<file path="config.mk">
export PLATFORM = sky130hd
export DESIGN_NAME = fnd_scan_driver
export DESIGN_NICKNAME = d
export VERILOG_FILES = /design/src/rtl/fnd_scan_driver.sv
export SDC_FILE = /design/constraint.sdc
export NUM_CORES = 1
export LEC_CHECK = 0
export ABC_AREA = 1
export CAP_MARGIN = 25
export CORE_AREA = 2 2 136 205
export CTS_BUF_LIST = sky130_fd_sc_hd__clkbuf_8
export DETAILED_ROUTE_END_ITERATION = 16
export DIE_AREA = 0 0 138 207
export DONT_BUFFER_PORTS = 1
export HOLD_SLACK_MARGIN = 0.02
export MAX_ROUTING_LAYER = met4
export PLACE_DENSITY_LB_ADDON = 0.25
export SLEW_MARGIN = 20
export SYNTH_ARGS = -nofsm -noshare
export SYNTH_HDL_FRONTEND = slang
export SYNTH_SLANG_ARGS = --single-unit
</file>
<file path="constraint.sdc">
create_clock -name fnd_clk -period 8.4 [get_ports fnd_clk]
set_input_delay 1.68 -clock fnd_clk [delete_from_list [all_inputs] [get_ports fnd_clk]]
set_output_delay 1.68 -clock fnd_clk [all_outputs]
set_load 0.01 [all_outputs]
</file>
<file path="src/rtl/fnd_scan_driver.sv">
// Signed binary to double-dabble BCD, formatted and time-multiplexed onto a common-cathode FND.
// Leading-zero blanking is enabled by defining FND_LZB_EN; otherwise digits are zero-padded.
module fnd_scan_driver #(
    parameter int DIGITS   = 6,
    parameter int WIDTH    = 32,
    parameter int SCAN_DIV = 4
) (
    input  logic              fnd_clk,
    input  logic              rst,
    input  logic [WIDTH-1:0]  fnd_serial,
    output logic [DIGITS-1:0] fnd_s,
    output logic [7:0]        fnd_d,
    output logic              busy
);
    localparam int NIB = 10;
    localparam int BW  = 4 * NIB;
    localparam int CW  = $clog2(WIDTH + 1);
    localparam int PW  = (SCAN_DIV > 1) ? $clog2(SCAN_DIV) : 1;
    localparam int IW  = $clog2(DIGITS);
    localparam logic [CW-1:0] CNT_LAST  = CW'(WIDTH - 1);
    localparam logic [PW-1:0] PRE_LAST  = PW'(SCAN_DIV - 1);
    localparam logic [IW-1:0] IDX_LAST  = IW'(DIGITS - 1);
    localparam logic [7:0]    SEG_BLANK = 8'h00;
    localparam logic [7:0]    SEG_MINUS = 8'h40;
    localparam logic [7:0]    SEG_E     = 8'h79;
    localparam logic [7:0]    SEG_R     = 8'h50;

    typedef enum logic [1:0] {IDLE = 2'd0, CONV = 2'd1, DONE = 2'd2} state_t;

    state_t                 state_q, state_d;
    logic [WIDTH-1:0]       last_q, last_d;
    logic [WIDTH-1:0]       mag_q, mag_d;
    logic                   stale_q, stale_d;
    logic                   neg_q, neg_d;
    logic                   busy_q, busy_d;
    logic [BW-1:0]          bcd_q, bcd_d, adj_s;
    logic [CW-1:0]          cnt_q, cnt_d;
    logic [DIGITS-1:0][7:0] disp_q, disp_d, fmt_s;
    logic                   ovf_s;
    logic [IW-1:0]          msd_s;
    logic [PW-1:0]          pre_q;
    logic [IW-1:0]          idx_q, idx_nx_s;
    logic [DIGITS-1:0]      sel_q;
    logic [7:0]             seg_q;

    function automatic logic [7:0] seg_of(input logic [3:0] n);
        case (n)
            4'd0:    seg_of = 8'h3F;
            4'd1:    seg_of = 8'h06;
            4'd2:    seg_of = 8'h5B;
            4'd3:    seg_of = 8'h4F;
            4'd4:    seg_of = 8'h66;
            4'd5:    seg_of = 8'h6D;
            4'd6:    seg_of = 8'h7D;
            4'd7:    seg_of = 8'h07;
            4'd8:    seg_of = 8'h7F;
            4'd9:    seg_of = 8'h6F;
            default: seg_of = 8'h00;
        endcase
    endfunction

    // Double-dabble correction: every nibble >= 5 gets +3 before the shift.
    always_comb begin
        adj_s = bcd_q;
        for (int i = 0; i < NIB; i++) begin
            adj_s[4*i +: 4] = (bcd_q[4*i +: 4] >= 4'd5) ? bcd_q[4*i +: 4] + 4'd3 : bcd_q[4*i +: 4];
        end
    end

    // Glyph formatting; a negative value needs one spare position for the minus sign.
    always_comb begin
        ovf_s = neg_q && (bcd_q[4*(DIGITS-1) +: 4] != 4'd0);
        for (int i = DIGITS; i < NIB; i++) begin
            ovf_s = ovf_s || (bcd_q[4*i +: 4] != 4'd0);
        end
        msd_s = '0;
        for (int i = 1; i < DIGITS; i++) begin
            msd_s = (bcd_q[4*i +: 4] != 4'd0) ? IW'(i) : msd_s;
        end
        fmt_s = '0;
        for (int i = 0; i < DIGITS; i++) begin
            if (ovf_s) begin
                fmt_s[i] = (i < 2) ? SEG_R : ((i == 2) ? SEG_E : SEG_BLANK);
            end else begin
`ifdef FND_LZB_EN
                fmt_s[i] = (IW'(i) <= msd_s) ? seg_of(bcd_q[4*i +: 4]) :
                           ((neg_q && (IW'(i) == msd_s + IW'(1))) ? SEG_MINUS : SEG_BLANK);
`else
                fmt_s[i] = (neg_q && (i == DIGITS - 1)) ? SEG_MINUS : seg_of(bcd_q[4*i +: 4]);
`endif
            end
        end
    end

    always_comb begin
        state_d = state_q;
        last_d  = last_q;
        stale_d = stale_q;
        neg_d   = neg_q;
        mag_d   = mag_q;
        bcd_d   = bcd_q;
        cnt_d   = cnt_q;
        disp_d  = disp_q;
        case (state_q)
            IDLE: begin
                if (stale_q || (fnd_serial != last_q)) begin
                    last_d  = fnd_serial;
                    neg_d   = fnd_serial[WIDTH-1];
                    mag_d   = fnd_serial[WIDTH-1] ? (~fnd_serial + WIDTH'(1)) : fnd_serial;
                    bcd_d   = '0;
                    cnt_d   = '0;
                    stale_d = 1'b0;
                    state_d = CONV;
                end else begin
                    state_d = IDLE;
                end
            end
            CONV: begin
                bcd_d = {adj_s[BW-2:0], mag_q[WIDTH-1]};
                mag_d = {mag_q[WIDTH-2:0], 1'b0};
                cnt_d = cnt_q + CW'(1);
                if (cnt_q == CNT_LAST) begin
                    state_d = DONE;
                end else begin
                    state_d = CONV;
                end
            end
            DONE: begin
                disp_d  = fmt_s;
                state_d = IDLE;
            end
            default: state_d = IDLE;
        endcase
        busy_d = (state_d != IDLE);
    end

    always_ff @(posedge fnd_clk or posedge rst) begin
        if (rst) begin
            state_q <= IDLE;
            last_q  <= '0;
            stale_q <= 1'b1;
            neg_q   <= 1'b0;
            mag_q   <= '0;
            bcd_q   <= '0;
            cnt_q   <= '0;
            disp_q  <= '0;
            busy_q  <= 1'b0;
        end else begin
            state_q <= state_d;
            last_q  <= last_d;
            stale_q <= stale_d;
            neg_q   <= neg_d;
            mag_q   <= mag_d;
            bcd_q   <= bcd_d;
            cnt_q   <= cnt_d;
            disp_q  <= disp_d;
            busy_q  <= busy_d;
        end
    end

    assign idx_nx_s = (idx_q == IDX_LAST) ? '0 : idx_q + IW'(1);

    // Select and glyph are reloaded together only at slot boundaries, so a slot never tears.
    always_ff @(posedge fnd_clk or posedge rst) begin
        if (rst) begin
            pre_q <= '0;
            idx_q <= '0;
            sel_q <= '1;
            seg_q <= SEG_BLANK;
        end else if (pre_q == PRE_LAST) begin
            pre_q <= '0;
            idx_q <= idx_nx_s;
            sel_q <= ~(DIGITS'(1) << idx_nx_s);
            seg_q <= disp_q[idx_nx_s];
        end else begin
            pre_q <= pre_q + PW'(1);
        end
    end

    assign fnd_s = sel_q;
    assign fnd_d = seg_q;
    assign busy  = busy_q;
endmodule

</file>
==> results.toml, run 1 <==
[drt]
drc_errors = 0
wl_per_cell_um = 14.51
num_vias = 9062
dr.first_iter.drc_count = 664
first_pass_iters = 5
via_per_inst = 5.082
drtAntennaViolNets = 0
wl_um = 25880

[floorplanning]
initial_core_util = 0.3940
die_area_um2 = 28570
io_pins = 49
rows = 74
fp.dieW_um = 138
core_um2 = 26850
die_h_um = 207

[worst_setup_path]
arrival_ns = 4.14
critPathKind = "input pin to flip-flop"
crit_path_top_delay_cell = "buf_4"
cp-start-kind = "input pin"
path_max_fanout = 78
worst_ep_required_time_ns = 8.80
endpoint_kind = "flip-flop"
cp_cell_sequence = "inv_2 > o21ai_0 > nor2_1 > nand2_1 > nor2_1 > nand3_2 > nand2_4 > buf_4 > nand2_1 > o21ai_1"
r2r_setup_slack_ns = 5.49
cp_slowest_stage_delay_ns = 0.71

[clock_tree]
cts_made_buffers = 17
cts_buffer_depth = 2
clk_latency_ns = 0.48
root_buffer = "clkbuf_8"
h-tree-depth = 4
cts_sinks = 174
cts_resized = 0
cts_tree = "yes"
postCtsHoldBufs = 0
post-cts-setup-buffers = 0
clkTransAtPathRegs_ns = 0.10

[final_layout]
diodes = 0
final.fill_count = 2809
finalNonFillerCells = 1783
layout-drive-gt1-share = 0.05482
nets = 1515
multi_input_area_um2 = 5345
ff_latch_area_um2 = 4363
syn2layout_area_growth_pct = 6.021

[placement]
place_congestion = 0.9140
portBuffers = 0
dp_cells = 1749
hpwl_um = 18060

[sta]
post-route-period-util = 0.4443
worstMarginPinSlew_ns = 0.8762
fmaxAchievable_ghz = 0.2680
setup_viol = 0
drv_slew = 0
final-hold-violation-count = 0
fin_skew_ns = 0.01843
tns_ns = 0
rsz0062_at_grt = "false"
layout_min_cycle_time_ns = 3.732
maxSlewHeadroom = 0.4097

[synthesis]
ys_seq_area_frac = 0.4124
synthesis.instances = 1461
synth_common_cells = "432 x nand2_1, 167 x dfrtp_1, 137 x nand3_1, 136 x nor2_1, 126 x inv_1"
yosys_warnings = 0
ys_ff_latch = 174
ys_top_cells_by_area = "dfrtp_1 40%, nand2_1 15%, nand3_1 6.5%, ha_1 6.3%, o21ai_0 5.5%"
async_reset_ff_frac = 1.000
synth_area_per_cell_um2 = 7.241
ys_types = 38
synth_largest_area_cell = "dfrtp_1"
yosysMostFrequentCell = "nand2_1"
synth_top_area_share = 0.3950
synth_ff_type = "dfrtp_1"
synth_edf_count = 0
netlist_area_um2 = 10580
synth_fp_nets = 1548

[global_route]
grt_pass1_vias = 9044
grt_overflow = 0
antenna_found_initial = 0
grt_max_degree = 101
grt_use_total = 0.1925
grt_first_pass_wirelength_um = 44480

[power_and_ir_drop]
pwr-share-comb = 0.225
p_seq_frac = 0.478
ir_worst_vdd_mv = 0.1164
p_leak_uw = 0.005533
powerDensity_nw_per_um2 = 181.3
clkPwrFrac = 0.297
p_int_uw = 1335
swShare = 0.3434
netSwitchingPower_uw = 698.3

[worst_hold_path]
hold_path_class = "flip-flop to flip-flop"

[outcome]
status = "finished clean"

[run]
maxCapViolCount = 0
## cells in the final DEF, fill, tap and decap left out, drive strengths merged
cell      instances
clkbuf           17
inv             150
buf              10
a31oi             5
clkinv            9
nor4              2
dfrtp           167
a21oi            64
o21ai           143
nor3              4
o22ai            22
conb              1
nand2           433
o31ai             3
nand3b            1
bufinv            2
nand3           138
o211ai           23
clkinvlp          4
xnor2            10
o221ai            4
a22o              2
nand4             5
dfstp             7
a21boi            1
o21bai            2
xor2             13
ha               53
nor2            136
or2               5
a211oi            2
a22oi             3
## sequential cells by signal (all words and copies together), names as in the netlist
name     flops
bcd_q       40
busy         1
cnt_q        6
disp_q      42
fnd_d        7
fnd_s        6
idx_q        3
last_q      32
mag_q       32
pre_q        2
stale_q      1
state_q      2
## cell type report
cell class	count	share of cell area
Clock buffer	17	0.02086
Timing Repair Buffer	10	0.01026
Inverter	150	0.05065
Clock inverter	15	0.01450
Sequential cell	174	0.3890
Multi-Input combinational cell	1075	0.4766
Tap cell	342	0.03815
## worst paths after layout
kind / startpoint / endpoint / cells after the start
min in group asynchronous: rst / last_q[4] / 1
max in group asynchronous: rst / stale_q / 4
worst max-delay path: fnd_serial[31] / last_q[18] / 10
worst min-delay path: pre_q[0] / pre_q[0] / 1
worst max register to register: last_q[31] / last_q[18] / 10
worst min register to register: pre_q[0] / pre_q[0] / 1
## kinds of logic (layout without fill, tap and decap cells)
group           after synthesis  count (layout)  share of synthesized area
fa+ha+maj                    53              53                    0.06269
compound gates              274             274                     0.1430
buf+inv                     212             192                    0.08433
flops                       174             174                     0.4124
other cells                   1               1                  0.0003545
xor+xnor                     23              23                    0.01904
simple gates                724             724                     0.2782
## power groups by stage
stage,logic (µW),registers [µW],clock network (µW)
floorplan,384,952,0
global placement,450,986,0
detailed placement,456,987,0
CTS,459,971,626
global route,543,984,657
finish,457,971,605
## layer usage
layer | up-vias | track usage | wire, µm
met5 | - | - | 0
met4 | 0 | 0.06298 | 453
met3 | 28 | 0.03098 | 859
met2 | 145 | 0.3371 | 13420
met1 | 4215 | 0.2250 | 11150
li1 | 4674 | - | -
## per-stage QoR
step	area (µm²)	hold slack, ns	utilization	setup WS, ns	total power, µW
2_1_floorplan	10580	0.4031	-	2.015	1336
3_3_place_gp	10760	0.4141	0.4009	4.161	1436
3_5_place_dp	10760	0.4191	0.4009	4.124	1444
4_1_cts	11160	0.4362	0.4157	4.659	2055
5_1_grt	11220	0.4456	0.4177	4.390	2184
6_report	11220	0.4337	0.4177	4.668	2033
## critical path, delay by kind of cell
family / cells / cell delay [ns]
AOI/OAI and AO/OA: 2 / 0.23
and+or+nand+nor: 6 / 1.20
buffers and inverters: 2 / 0.91
Power figures use the tool's default switching activity.
==> inputs of run 2 (changes only) <==
==> constraint.sdc (replaced) <==
create_clock -name fnd_clk -period 3.5 [get_ports fnd_clk]
set_input_delay 0.7 -clock fnd_clk [delete_from_list [all_inputs] [get_ports fnd_clk]]
set_output_delay 0.7 -clock fnd_clk [all_outputs]
set_load 0.01 [all_outputs]
==> run 2 against run 1 <==
Against the previous run:
- sequential cell count stayed put
- largest power group unchanged
- cell count up 0.11%
- first-iteration DRC count down 9.2%
- combinational power up 140%
- global-route usage shrank 0.50 points
- non-clock buffer count rose by 2
- via count up 0.78%
- largest cell class unchanged
- sequential power grew 140%
- total power is 140% higher
- clock skew barely moved
==> results.toml, run 2 (synthesized netlist as in run 1, its figures left out) <==
[sta]
setup_viol = 0
post-route-period-util = 0.6723
tns_ns = 0
final-hold-violation-count = 0
fin_skew_ns = 0.01819
layout_min_cycle_time_ns = 2.353
fmaxAchievable_ghz = 0.4250
maxSlewHeadroom = 0.4206
drv_slew = 0
fin_ws_ns = 1.147
worstMarginPinSlew_ns = 0.8672
rsz0062_at_grt = "false"

[floorplanning]
fp.dieW_um = 138
die_h_um = 207
die_area_um2 = 28570
core_um2 = 26850
io_pins = 49
rows = 74
initial_core_util = 0.3940

[drt]
num_vias = 9133
dr.first_iter.drc_count = 603
first_pass_iters = 5
drc_errors = 0
via_per_inst = 5.117
wl_um = 25200
drtAntennaViolNets = 0
wl_per_cell_um = 14.12

[clock_tree]
postCtsHoldBufs = 0
clkTransAtPathRegs_ns = 0.10
cts_sinks = 174
cts_tree = "yes"
root_buffer = "clkbuf_8"
post-cts-setup-buffers = 0
cts_resized = 0
cts_buffer_depth = 2
cts_made_buffers = 17
clk_latency_ns = 0.48
h-tree-depth = 4

[final_layout]
layout_common_cells = "431 x nand2_1, 167 x dfrtp_1, 137 x nand3_1, 135 x nor2_1, 124 x inv_1"
final_common_cell = "nand2_1"
top_regs = "disp_q (42), bcd_q (40)"
syn2layout_area_growth_pct = 6.268
layout-drive-gt1-share = 0.05683
final.fill_count = 2800
nets = 1517
largest_register_ffs = 42
top_register = "disp_q"
diodes = 0

[placement]
place_congestion = 0.9165
portBuffers = 0
post-place-ws_ns = 0.8698
hpwl_um = 18000

[worst_setup_path]
worst_ep_required_time_ns = 3.87
arrival_ns = 2.73
critPathKind = "flip-flop to flip-flop"
endpoint_kind = "flip-flop"
path_max_fanout = 19
cp-start-kind = "flip-flop"
r2r_cells = 11

[global_route]
grt_max_degree = 141
grt_overflow = 0
grt_pass1_vias = 8969
antenna_found_initial = 0
grt_use_total = 0.1875
grt_first_pass_wirelength_um = 43410

[power_and_ir_drop]
p_int_uw = 3085
fin_total_pwr_uw = 4799
powerDensity_nw_per_um2 = 426.9
pwr-share-comb = 0.226
p_leak_uw = 0.005540
clkPwrFrac = 0.289
swShare = 0.3571
ir_worst_vdd_mv = 0.3094
netSwitchingPower_uw = 1714
p_seq_frac = 0.485

[worst_hold_path]
hold_path_class = "input pin to asynchronous set/reset pin"

[run]
maxCapViolCount = 0

[outcome]
status = "finished clean"
## run 2: routing by layer
layer	part of all wire	vias up	track usage	routed length, µm
li1	-	4682	-	-
met1	0.42	4221	0.2173	10700
met2	0.51	183	0.3208	12800
met3	0.035	47	0.03098	890
met4	0.032	0	0.08023	806
met5	0	-	-	0
## run 2: final cells by class
cell class	count	area [µm²]	share of cell area
Clock buffer	17	234.0	0.02081
Multi-Input combinational cell	1075	5345	0.4755
Clock inverter	15	152.6	0.01358
Timing Repair Buffer	12	152.6	0.01358
Inverter	150	566.8	0.05042
Tap cell	342	427.9	0.03806
Sequential cell	174	4363	0.3881
## run 2: metrics by stage
stage          hold slack, ns  std cells  area, µm²    util
2_1_floorplan          0.4031       1461      10580       -
3_3_place_gp           0.4149       1753      10860  0.4043
3_5_place_dp           0.4214       1753      10860  0.4043
4_1_cts                0.2519       1785      11240  0.4187
5_1_grt                0.2856       1785      11240  0.4187
6_report               0.2449       1785      11240  0.4187
## run 2: worst paths after layout
check	end	slack [ns]	from
min in group fnd_clk	last_q[24]	0.33	fnd_serial[24]
hold reg to reg	pre_q[0]	0.44	pre_q[0]
setup reg to reg	mag_q[25]	1.15	last_q[31]
max in group asynchronous	fnd_s[0]	2.42	rst
setup / recovery	mag_q[25]	1.15	last_q[31]
hold / removal	last_q[2]	0.24	rst
## run 2: critical path, stage by stage (launching register included)
cell     delay (ns)
dfrtp_1        0.50
a21oi_1        0.19
nand2_1        0.07
nor2_1         0.09
nand2_1        0.05
nor2_1         0.26
nand3_2        0.22
nand2_4        0.12
nand2_1        0.28
buf_4          0.34
nand2_1        0.08
nand2_1        0.05
## run 2: power by group through the flow
stage               Combinational (µW)  Sequential (µW)  Clock [µW]
global placement                  1080             2360           0
floorplan                          923             2280           0
CTS                               1100             2330        1440
detailed placement                1090             2360           0
finish                            1090             2330        1390
global route                      1290             2360        1530
==> inputs of run 3 (changes only) <==
==> constraint.sdc (replaced) <==
create_clock -name fnd_clk -period 2.05 [get_ports fnd_clk]
set_input_delay 0.41 -clock fnd_clk [delete_from_list [all_inputs] [get_ports fnd_clk]]
set_output_delay 0.41 -clock fnd_clk [all_outputs]
set_load 0.01 [all_outputs]
==> run 3 against run 2 <==
Against the previous run:
- sequential power increased by 70%
- clock power increased by 71%
- combinational power increased by 75%
- via count decreased by 1.1%
- register-to-register slack got worse by 0.93 ns
- clock skew increased by 0.00087 ns
- routed wire length increased by 0.50%
- non-clock buffer count increased by 25
- largest power group unchanged
==> results.toml, run 3 (synthesized netlist as in run 1, its figures left out) <==
[worst_setup_path]
worst_ep_required_time_ns = 2.47
cp_cell_sequence = "nand2_1 > o21ai_1 > nor2_1 > nand3_1 > nor2_1 > nand3_2 > nand2_4 > buf_16 > nand3_1 > nand2_1"
cp_slowest_stage_delay_ns = 0.40
cp-startpoint = "last_q[19]"
rr_startpoint = "last_q[19]"
path_max_fanout = 63
cp-start-kind = "flip-flop"
crit_path_top_delay_cell = "dfrtp_1"
r2r-end = "mag_q[22]"
arrival_ns = 2.25
r2r_setup_slack_ns = 0.22
cp.buffers_inverters = 1
critPathKind = "flip-flop to flip-flop"
r2r_cells = 10
crit_family = "simple AND/OR/NAND/NOR gates"
endpoint_kind = "flip-flop"

[power_and_ir_drop]
ir_worst_vdd_mv = 0.4213
p_leak_uw = 0.005657
powerDensity_nw_per_um2 = 720.6

[final_layout]
utilization = 0.4260
largest_register_ffs = 42
layout-drive-gt1-share = 0.07221
ff_latch_area_um2 = 4363
final_common_cell = "nand2_1"
multi_input_area_um2 = 5348
top_regs = "disp_q (42), bcd_q (40)"
top_register = "disp_q"
diodes = 0
syn2layout_area_growth_pct = 8.113
layout_common_cells = "431 x nand2_1, 167 x dfrtp_1, 137 x nand3_1, 134 x nor2_1, 125 x inv_1"
fin_area_um2 = 11440
nets = 1542
final.fill_count = 2815

[sta]
fin_skew_ns = 0.01906
layout_min_cycle_time_ns = 1.832
drv_slew = 0
holdWs_ns = 0.05133
post-route-period-util = 0.8935
setup_viol = 0
fmaxAchievable_ghz = 0.5459
maxSlewHeadroom = 0.6063
final-hold-violation-count = 0
rsz0062_at_grt = "false"
worstMarginPinSlew_ns = 0.5906

[worst_hold_path]
hold-path-endpoint = "last_q[13]"
hold_depth = 2
hold_path_class = "input pin to flip-flop"
min_from = "fnd_serial[13]"

[drt]
drtAntennaViolNets = 0
num_vias = 9036
via_per_inst = 4.992
drc_errors = 0
wl_um = 25330
first_pass_iters = 5
dr.first_iter.drc_count = 588
wl_per_cell_um = 13.99

[floorplanning]
rows = 74
core_um2 = 26850
die_h_um = 207
initial_core_util = 0.3940
die_area_um2 = 28570
fp.dieW_um = 138
io_pins = 49

[clock_tree]
h-tree-depth = 4
root_buffer = "clkbuf_8"
cts_made_buffers = 17
clkTransAtPathRegs_ns = 0.10
clk_latency_ns = 0.48
cts_sinks = 174
cts_tree = "yes"
post-cts-setup-buffers = 0
cts_buffer_depth = 2

[global_route]
grt_overflow = 0
grt_max_degree = 122
grt_use_total = 0.1873
grt_pass1_vias = 8904
antenna_found_initial = 0
grt_first_pass_wirelength_um = 43470

[placement]
hpwl_um = 18130
place_congestion = 0.8462
portBuffers = 0
dpl_cell_area_um2 = 11040

[outcome]
status = "finished clean"

[run]
maxCapViolCount = 0
[run 3: changes by cell type in the layout (fill, tap and decap cells not counted)]
cell           change
buf_12             -1
buf_16             +1
buf_4             +24
bufinv_16          +1
clkbuf_8           +1
clkinv_8           -2
clkinvlp_4         +1
dlygate4sd3_1      +1
inv_1              +1
inv_6              +2
inv_8              -4
nor2_1             -1
nor2_2             +1
[run 3: layout make-up]
type,instances,share of cell area
Multi-Input combinational cell,1075,0.4676
Sequential cell,174,0.3815
Inverter,150,0.04956
Tap cell,342,0.03741
Timing Repair Buffer,37,0.03063
Clock buffer,18,0.02166
Clock inverter,14,0.01171
[run 3: how the worst max path moves through the flow]
| stage | to | slack [ns] | cells past startpoint |
|---|---|---|---|
| 6_report | mag_q[22] | 0.22 | 10 |
| 5_1_grt | mag_q[29] | 0.002 | 10 |
| 4_1_cts | mag_q[22] | 0.20 | 12 |
| 3_5_place_dp | mag_q[22] | 0.17 | 11 |
| 3_3_place_gp | mag_q[26] | 0.17 | 9 |
| 2_1_floorplan | bcd_q[0] | -0.58 | 1 |
[run 3: repair_timing]
action,CTS,global route
resized for setup,0,2
endpoints found under the setup margin,0,8
hold endpoints to repair,65,0
hold buffers,1,0
[run 3: layer usage]
layer,track usage,vias to the layer above,part of all wire
li1,-,4726,-
met4,0.08339,0,0.036
met1,0.2151,4136,0.43
met2,0.3226,132,0.50
met5,-,-,0
met3,0.02866,42,0.032
[run 3: power by group]
part | switching, µW | internal, µW | total [µW]
logic | 1180 | 733 | 1910
registers | 307 | 3650 | 3960
clock network | 1360 | 1010 | 2370
[run 3: stage by stage]
| step | worst slack (ns) | power (µW) | instances | setup TNS [ns] |
|---|---|---|---|---|
| global route | 0.002332 | 8855 | 1810 | 0 |
| floorplan | -0.5789 | 5476 | 1461 | -96.89 |
| CTS | 0.1979 | 8340 | 1810 | 0 |
| finish | 0.2183 | 8241 | 1810 | 0 |
| global placement | 0.1734 | 5905 | 1777 | 0 |
| detailed placement | 0.1659 | 5938 | 1777 | 0 |
